[src/rtl/rv_pkg.sv]
// rv_pkg: shared constants and types for the register-file write-port block.
// Holds register-file geometry, instruction field positions and the
// starvation-FSM state encoding. No ports.
package rv_pkg;

   localparam int XLEN       = 32;
   localparam int REG_ADDR_W = 5;
   localparam int NUM_REGS   = 32;

   localparam int RS1_LSB = 15;
   localparam int RS2_LSB = 20;
   localparam int RD_LSB  = 7;

   typedef enum logic [1:0] {
      ST_IDLE  = 2'd0,
      ST_WAIT  = 2'd1,
      ST_DRAIN = 2'd2
   } starve_state_t;

   function automatic logic [REG_ADDR_W-1:0] reg_field(input logic [XLEN-1:0] inst,
                                                       input int lsb);
      return inst[lsb +: REG_ADDR_W];
   endfunction

endpackage

[src/rtl/rf_scoreboard.sv]
// rf_scoreboard: per-register busy bits for outstanding long-latency writes.
// Ports:
//   clk, rst            clock, synchronous active-high reset
//   i_set_en/i_set_idx  mark a register busy (index 0 ignored)
//   i_clr_en/i_clr_idx  release a register
//   i_rd_a_idx/o_rd_a_busy, i_rd_b_idx/o_rd_b_busy  hazard lookups (x0 never busy)
//   o_busy_vec          full busy vector
module rf_scoreboard
   import rv_pkg::*;
(
   input  logic                  clk,
   input  logic                  rst,
   input  logic                  i_set_en,
   input  logic [REG_ADDR_W-1:0] i_set_idx,
   input  logic                  i_clr_en,
   input  logic [REG_ADDR_W-1:0] i_clr_idx,
   input  logic [REG_ADDR_W-1:0] i_rd_a_idx,
   input  logic [REG_ADDR_W-1:0] i_rd_b_idx,
   output logic                  o_rd_a_busy,
   output logic                  o_rd_b_busy,
   output logic [NUM_REGS-1:0]   o_busy_vec
);

   logic [NUM_REGS-1:0] r_busy;

   // A set and a clear never target the same register: an issue to a busy rd
   // stalls, so the set is ordered last only as a tie-break.
   always_ff @(posedge clk) begin
      if (rst) begin
         r_busy <= '0;
      end else begin
         if (i_clr_en) r_busy[i_clr_idx] <= 1'b0;
         if (i_set_en && (i_set_idx != '0)) r_busy[i_set_idx] <= 1'b1;
      end
   end

   assign o_rd_a_busy = (i_rd_a_idx != '0) & r_busy[i_rd_a_idx];
   assign o_rd_b_busy = (i_rd_b_idx != '0) & r_busy[i_rd_b_idx];
   assign o_busy_vec  = r_busy;

endmodule

[src/rtl/rf_wport_sched.sv]
// rf_wport_sched: owns the register-file write port. Arbitrates between the
// pipeline writeback and the long-latency unit (pipeline wins), tracks busy
// registers of outstanding long ops and stalls issue in X on hazards, a full
// long-op budget, or while draining a starved long-unit result.
// Ports:
//   clk, rst                         clock, synchronous active-high reset
//   iss_valid/iss_inst/iss_long      instruction in X; iss_stall holds it
//   wb_valid/wb_rd/wb_data           pipeline writeback
//   lu_valid/lu_rd/lu_data/lu_ready  long-unit result handshake
//   rf_wen/rf_rd/rf_wdata            registered register-file write
// Optional (macro RF_WPORT_PERF_EN): perf_stall_cnt, perf_drain_cnt.
//
// state    | meaning
// ST_IDLE  | no long result waiting on the port
// ST_WAIT  | long result denied, counting consecutive denials
// ST_DRAIN | starvation limit hit, issue forced to stall until accepted
module rf_wport_sched
   import rv_pkg::*;
#(
   parameter int MAX_OUTSTANDING = 4,
   parameter int STARVE_LIMIT    = 8
)(
   input  logic                  clk,
   input  logic                  rst,
   input  logic                  iss_valid,
   input  logic [XLEN-1:0]       iss_inst,
   input  logic                  iss_long,
   output logic                  iss_stall,
   input  logic                  wb_valid,
   input  logic [REG_ADDR_W-1:0] wb_rd,
   input  logic [XLEN-1:0]       wb_data,
   input  logic                  lu_valid,
   input  logic [REG_ADDR_W-1:0] lu_rd,
   input  logic [XLEN-1:0]       lu_data,
   output logic                  lu_ready,
   output logic                  rf_wen,
   output logic [REG_ADDR_W-1:0] rf_rd,
   output logic [XLEN-1:0]       rf_wdata
`ifdef RF_WPORT_PERF_EN
   ,
   output logic [31:0]           perf_stall_cnt,
   output logic [15:0]           perf_drain_cnt
`endif
);

   localparam int OUT_W = 4;

   logic [REG_ADDR_W-1:0] w_rs1, w_rs2, w_rd;
   logic                  w_wb_win, w_lu_hs, w_long_issue;
   logic                  w_rs1_busy, w_rs2_busy, w_hazard, w_full;
   logic [NUM_REGS-1:0]   w_busy_vec;
   logic [7:0]            w_cnt_inc;
   logic                  w_enter_drain;

   logic                  r_rf_wen, r_rf_from_lu;
   logic [REG_ADDR_W-1:0] r_rf_rd;
   logic [XLEN-1:0]       r_rf_wdata;
   logic [OUT_W-1:0]      r_outstanding;
   starve_state_t         r_state;
   logic [7:0]            r_starve_cnt;
   logic                  r_force_drain;

   assign w_rs1 = reg_field(iss_inst, RS1_LSB);
   assign w_rs2 = reg_field(iss_inst, RS2_LSB);
   assign w_rd  = reg_field(iss_inst, RD_LSB);

   assign w_wb_win = wb_valid & (wb_rd != '0);
   assign lu_ready = lu_valid & ~w_wb_win;
   assign w_lu_hs  = lu_ready;

   assign w_hazard  = w_rs1_busy | w_rs2_busy | ((w_rd != '0) & w_busy_vec[w_rd]);
   assign w_full    = iss_long & (r_outstanding == OUT_W'(MAX_OUTSTANDING));
   assign iss_stall = iss_valid & (w_hazard | w_full | r_force_drain);
   assign w_long_issue = iss_valid & iss_long & ~iss_stall;

   // Only long-unit writes release busy bits; the clear lands one cycle after
   // the port write so a dependent sees the value from the register file.
   rf_scoreboard u_scoreboard (
      .clk         (clk),
      .rst         (rst),
      .i_set_en    (w_long_issue),
      .i_set_idx   (w_rd),
      .i_clr_en    (r_rf_wen & r_rf_from_lu),
      .i_clr_idx   (r_rf_rd),
      .i_rd_a_idx  (w_rs1),
      .i_rd_b_idx  (w_rs2),
      .o_rd_a_busy (w_rs1_busy),
      .o_rd_b_busy (w_rs2_busy),
      .o_busy_vec  (w_busy_vec)
   );

   always_ff @(posedge clk) begin
      if (rst) begin
         r_rf_wen     <= 1'b0;
         r_rf_from_lu <= 1'b0;
         r_rf_rd      <= '0;
         r_rf_wdata   <= '0;
      end else if (w_wb_win) begin
         r_rf_wen     <= 1'b1;
         r_rf_from_lu <= 1'b0;
         r_rf_rd      <= wb_rd;
         r_rf_wdata   <= wb_data;
      end else if (lu_ready && (lu_rd != '0)) begin
         r_rf_wen     <= 1'b1;
         r_rf_from_lu <= 1'b1;
         r_rf_rd      <= lu_rd;
         r_rf_wdata   <= lu_data;
      end else begin
         r_rf_wen     <= 1'b0;
         r_rf_from_lu <= 1'b0;
      end
   end

   assign rf_wen   = r_rf_wen;
   assign rf_rd    = r_rf_rd;
   assign rf_wdata = r_rf_wdata;

   // Saturating guards keep the counter from wrapping on a misbehaving unit.
   always_ff @(posedge clk) begin
      if (rst) begin
         r_outstanding <= '0;
      end else begin
         case ({w_long_issue, w_lu_hs})
            2'b10:   if (r_outstanding != '1) r_outstanding <= r_outstanding + 1'b1;
            2'b01:   if (r_outstanding != '0) r_outstanding <= r_outstanding - 1'b1;
            default: r_outstanding <= r_outstanding;
         endcase
      end
   end

   // The count includes the current denial; in IDLE the count is zero, so
   // the first denial counts as one and a limit of 1 drains immediately.
   assign w_cnt_inc     = r_starve_cnt + 8'd1;
   assign w_enter_drain = (r_state != ST_DRAIN) & lu_valid & ~lu_ready
                          & (w_cnt_inc >= 8'(STARVE_LIMIT));

   always_ff @(posedge clk) begin
      if (rst) begin
         r_state       <= ST_IDLE;
         r_starve_cnt  <= '0;
         r_force_drain <= 1'b0;
      end else begin
         case (r_state)
            ST_IDLE, ST_WAIT: begin
               if (!lu_valid || lu_ready) begin
                  r_state      <= ST_IDLE;
                  r_starve_cnt <= '0;
               end else if (w_enter_drain) begin
                  r_state       <= ST_DRAIN;
                  r_starve_cnt  <= w_cnt_inc;
                  r_force_drain <= 1'b1;
               end else begin
                  r_state      <= ST_WAIT;
                  r_starve_cnt <= w_cnt_inc;
               end
            end
            ST_DRAIN: begin
               if (lu_ready) begin
                  r_state       <= ST_IDLE;
                  r_starve_cnt  <= '0;
                  r_force_drain <= 1'b0;
               end
            end
            default: begin
               r_state       <= ST_IDLE;
               r_starve_cnt  <= '0;
               r_force_drain <= 1'b0;
            end
         endcase
      end
   end

`ifdef RF_WPORT_PERF_EN
   logic [31:0] r_perf_stall;
   logic [15:0] r_perf_drain;

   always_ff @(posedge clk) begin
      if (rst) begin
         r_perf_stall <= '0;
         r_perf_drain <= '0;
      end else begin
         if (iss_stall && (r_perf_stall != '1)) r_perf_stall <= r_perf_stall + 32'd1;
         if (w_enter_drain && (r_perf_drain != '1)) r_perf_drain <= r_perf_drain + 16'd1;
      end
   end

   assign perf_stall_cnt = r_perf_stall;
   assign perf_drain_cnt = r_perf_drain;
`endif

endmodule

[config.mk]
export PLATFORM = sky130hd
export DESIGN_NAME = rf_wport_sched
export DESIGN_NICKNAME = d
export VERILOG_FILES = /design/src/rtl/rv_pkg.sv /design/src/rtl/rf_scoreboard.sv /design/src/rtl/rf_wport_sched.sv
export SDC_FILE = /design/constraint.sdc
export NUM_CORES = 1
export LEC_CHECK = 0
export CAP_MARGIN = 30
export CORE_AREA = 2 2 135 137
export CTS_BUF_LIST = sky130_fd_sc_hd__clkbuf_4 sky130_fd_sc_hd__clkbuf_8
export DETAILED_ROUTE_END_ITERATION = 16
export DIE_AREA = 0 0 137 139
export PLACE_DENSITY = 0.6
export SLEW_MARGIN = 20
export SYNTH_ARGS = -nofsm -noshare
export SYNTH_HDL_FRONTEND = slang
export SYNTH_SLANG_ARGS = --single-unit
[constraint.sdc]
create_clock -name clk -period 4.9 [get_ports clk]
set_input_delay 0.98 -clock clk [delete_from_list [all_inputs] [get_ports clk]]
set_output_delay 0.98 -clock clk [all_outputs]
set_load 0.02 [all_outputs]
==> summary.md <==
| Metric | Value |
|---|---|
| Status | complete, no violations |
| Boundary pin count | 152 |
| CP endpoint | iss_stall |
| Met3 Use GR | 0.0537 |
| Die Span Y | 139 um |
| Leakage power | 2.70 nW |
| Area leader, netlist | dfxtp_1 |
| GR Util met1 | 0.233 |
| Clk_lat worst skew | 370 ps |
| Minimum hold slack | 475 ps |
| Post-synthesis sequential area ratio | 0.331 |
| Setup bufs post-CTS | 0 |
| Die Wd | 137 um |
| Worst Skew | 10.2 ps |
| Clock Sink Count | 86 |
| Antenna violations before repair | 0 |
| Storage element area | 1720 um2 |
| Hold Vio Cnt, Final | 0 |
| M2 GR Usage | 0.243 |
| RSZ-0062 raised after global routing | false |
| Reg2reg path depth | 11 |
| Ys Warns | 0 |
| Final setup fails | 0 |
| Hold Path Class | flip-flop to flip-flop |
| Average routed wire per standard cell | 16.6 um |
| Maxcap violations | 0 |
| Via Count | 4882 |
| Critical Path Fanout Max | 5 |
| CTS tree | yes |
| Number of enable flip-flop cells after synthesis | 0 |
| Worst slew margin | 0.427 |
| Worst-Margin Slew | 856 ps |
| Clock Path Buffers | 2 |
| Crit end category | output port |
| Detailed Place HPWL | 11500 um |
| Share of layout cells above drive strength 1 | 0.0891 |
| Global route overflow | 0 |
| Pin count of the biggest net entering global routing | 79 |
| Post-synthesis cell type count | 53 |
| CTS Buf Count | 9 |
| Site row count | 49 |
| Core area | 17700 um2 |
| Synthesized area per cell | 8.75 um2 |
| Seq cells post-synth | 86 |
| Nets | 832 |
| Cell count after synthesis | 595 |
| Detailed Routing Iterations Pass 1 | 4 |
| Layout Utilization | 0.400 |
| Leading register cell type out of synthesis | dfxtp_1 |
| Placer Congestion | 0.839 |
| Post-Syn Area | 5210 um2 |
| Vias in the first global route | 4888 |
| Filler Cells Inserted | 1824 |
| Most frequent cell after synthesis | dfxtp_1 |
| Pwr dens | 248 nW/um2 |
| DR vias/cell | 5.16 |
| Htree depth | 3 |
| Crit path DAT | 3790 ps |
| Starting DRT DRC Count | 229 |
| Most frequent cells after synthesis | dfxtp_1, nor2_1, mux2i_1, nand2_1, a211oi_1 |
| Synth top area share | 0.331 |
| Area of the multi-input gates | 3280 um2 |
| Area Overhead vs Synth | 35.6% |
| ANT cells | 0 |
| Peak VDD IR | 0.000160 V |
| Area contributors post-synth | dfxtp_1, mux2i_1, a211oi_1, nor2_1, o41ai_2 |
| Tot GR Track Use | 0.169 |
| Wire length of the first global-routing pass | 25600 um |
| Remaining DRCs | 0 |
| Fin crit share | 0.974 |
| Flop2flop setup slack | 1390 ps |
| Slew Viols, Final | 0 |
| Detailed-route wire length | 15800 um |
| Die ar. | 19000 um2 |
| Initial cell density of the core | 0.295 |
| Antenna-violating nets left | 0 |
| Worst setup path startpoint | iss_inst[17] |
| Clock-pin slew on the worst setup and hold paths | 90 ps |
| Port-buffer cells | 134 |
| Worst R2R End | r_outstanding[3] |
| Worst Hold Launch | r_state[1] |
| Max frequency | 209 MHz |
| Final min period | 4770 ps |
| R2r startpoint | u_scoreboard.o_busy_vec[7] |
| Global route hottest layer | met2 |
| Req. time, crit path | 3920 ps |
| Type of the worst setup path | primary input to output port |
| TNS Setup | 0 ps |
| Crit path launch type | primary input |
| Mapped Nets | 714 |
| CTS Hold Bufs | 0 |
| Ys async rst share | 0 |
| Clock root buffer | clkbuf_8 |
-- state kept, by name, indices dropped and copies added, names as in the netlist, 2 cells and up --
register / cells
r_outstanding: 4
r_starve_cnt: 8
r_state: 2
rf_rd: 5
rf_wdata: 32
u_scoreboard.o_busy_vec: 32
-- what timing repair did --
action | 4_1_cts | 5_1_grt
resized for setup | 0 | 3
hold endpoints to repair | 0 | 0
endpoints found under the setup margin | 0 | 1
-- metal layers --
metal / up-vias / wire length (um) / part of all wire
li1: 2437 / - / -
met1: 2238 / 7360 / 0.47
met2: 187 / 6560 / 0.42
met3: 20 / 1510 / 0.096
met4: 0 / 314 / 0.020
met5: - / 0 / 0
-- metrics by stage --
step | worst slack (ps) | total power, mW | instance area (um2) | cells
2_1_floorplan | 600 | 0.956 | 5210 | 595
3_3_place_gp | 38.8 | 1.14 | 6800 | 931
3_5_place_dp | 35.2 | 1.14 | 6800 | 931
4_1_cts | 81.0 | 1.77 | 7060 | 947
5_1_grt | 47.6 | 1.83 | 7060 | 947
6_report | 126 | 1.75 | 7060 | 947
-- how the worst min path moves through the flow --
stage / to / cells after the start
5_1_grt: r_force_drain / 1
3_5_place_dp: r_force_drain / 1
4_1_cts: r_force_drain / 1
3_3_place_gp: r_force_drain / 1
2_1_floorplan: r_force_drain / 1
6_report: r_force_drain / 1
-- cell type report --
class                      count  area share
multi-input combinational    457       0.464
sequential                    86       0.244
timing repair buffer         151       0.211
tap                          229      0.0406
inverter                       8     0.00425
clock buffer                  11      0.0206
clock inverter                 5      0.0151
-- cells in the final DEF (no fill, tap or decap), drive strengths merged, types with 5 or more instances in the layout --
cell type	count
or3	7
and3	6
a21oi	19
and2	5
o41ai	14
a22oi	6
nor3b	6
nand2	52
a311oi	6
mux4	11
nor2	64
nand2b	11
o21ai	43
nand4	8
clkdlybuf4s50	132
buf	18
inv	8
ha	6
clkbuf	11
nand3b	22
nand3	11
mux2i	63
nor3	6
a211oi	34
nor2b	23
dfxtp	86
-- power by group --
| group | internal (mW) | switching [mW] |
|---|---|---|
| combinational | 0.189 | 0.178 |
| clock | 0.359 | 0.266 |
| sequential | 0.729 | 0.0269 |
-- cell families after synthesis --
family	after synthesis	share of synthesized area
AO/OA/AOI/OAI	139	0.196
XOR/XNOR	3	0.00505
adder cells (fa/ha/maj)	7	0.0183
buffers and inverters	52	0.0442
flip-flops	86	0.331
multiplexers	76	0.175
AND/OR/NAND/NOR	232	0.230
-- worst max-delay path, stage by stage --
cell             delay [ps]
clkdlybuf4s50_1         660
mux4_1                  600
mux4_2                  510
and2_4                  190
o31a_1                  300
clkdlybuf4s50_1         560
Note: power is estimated with default switching activity, not from simulation.
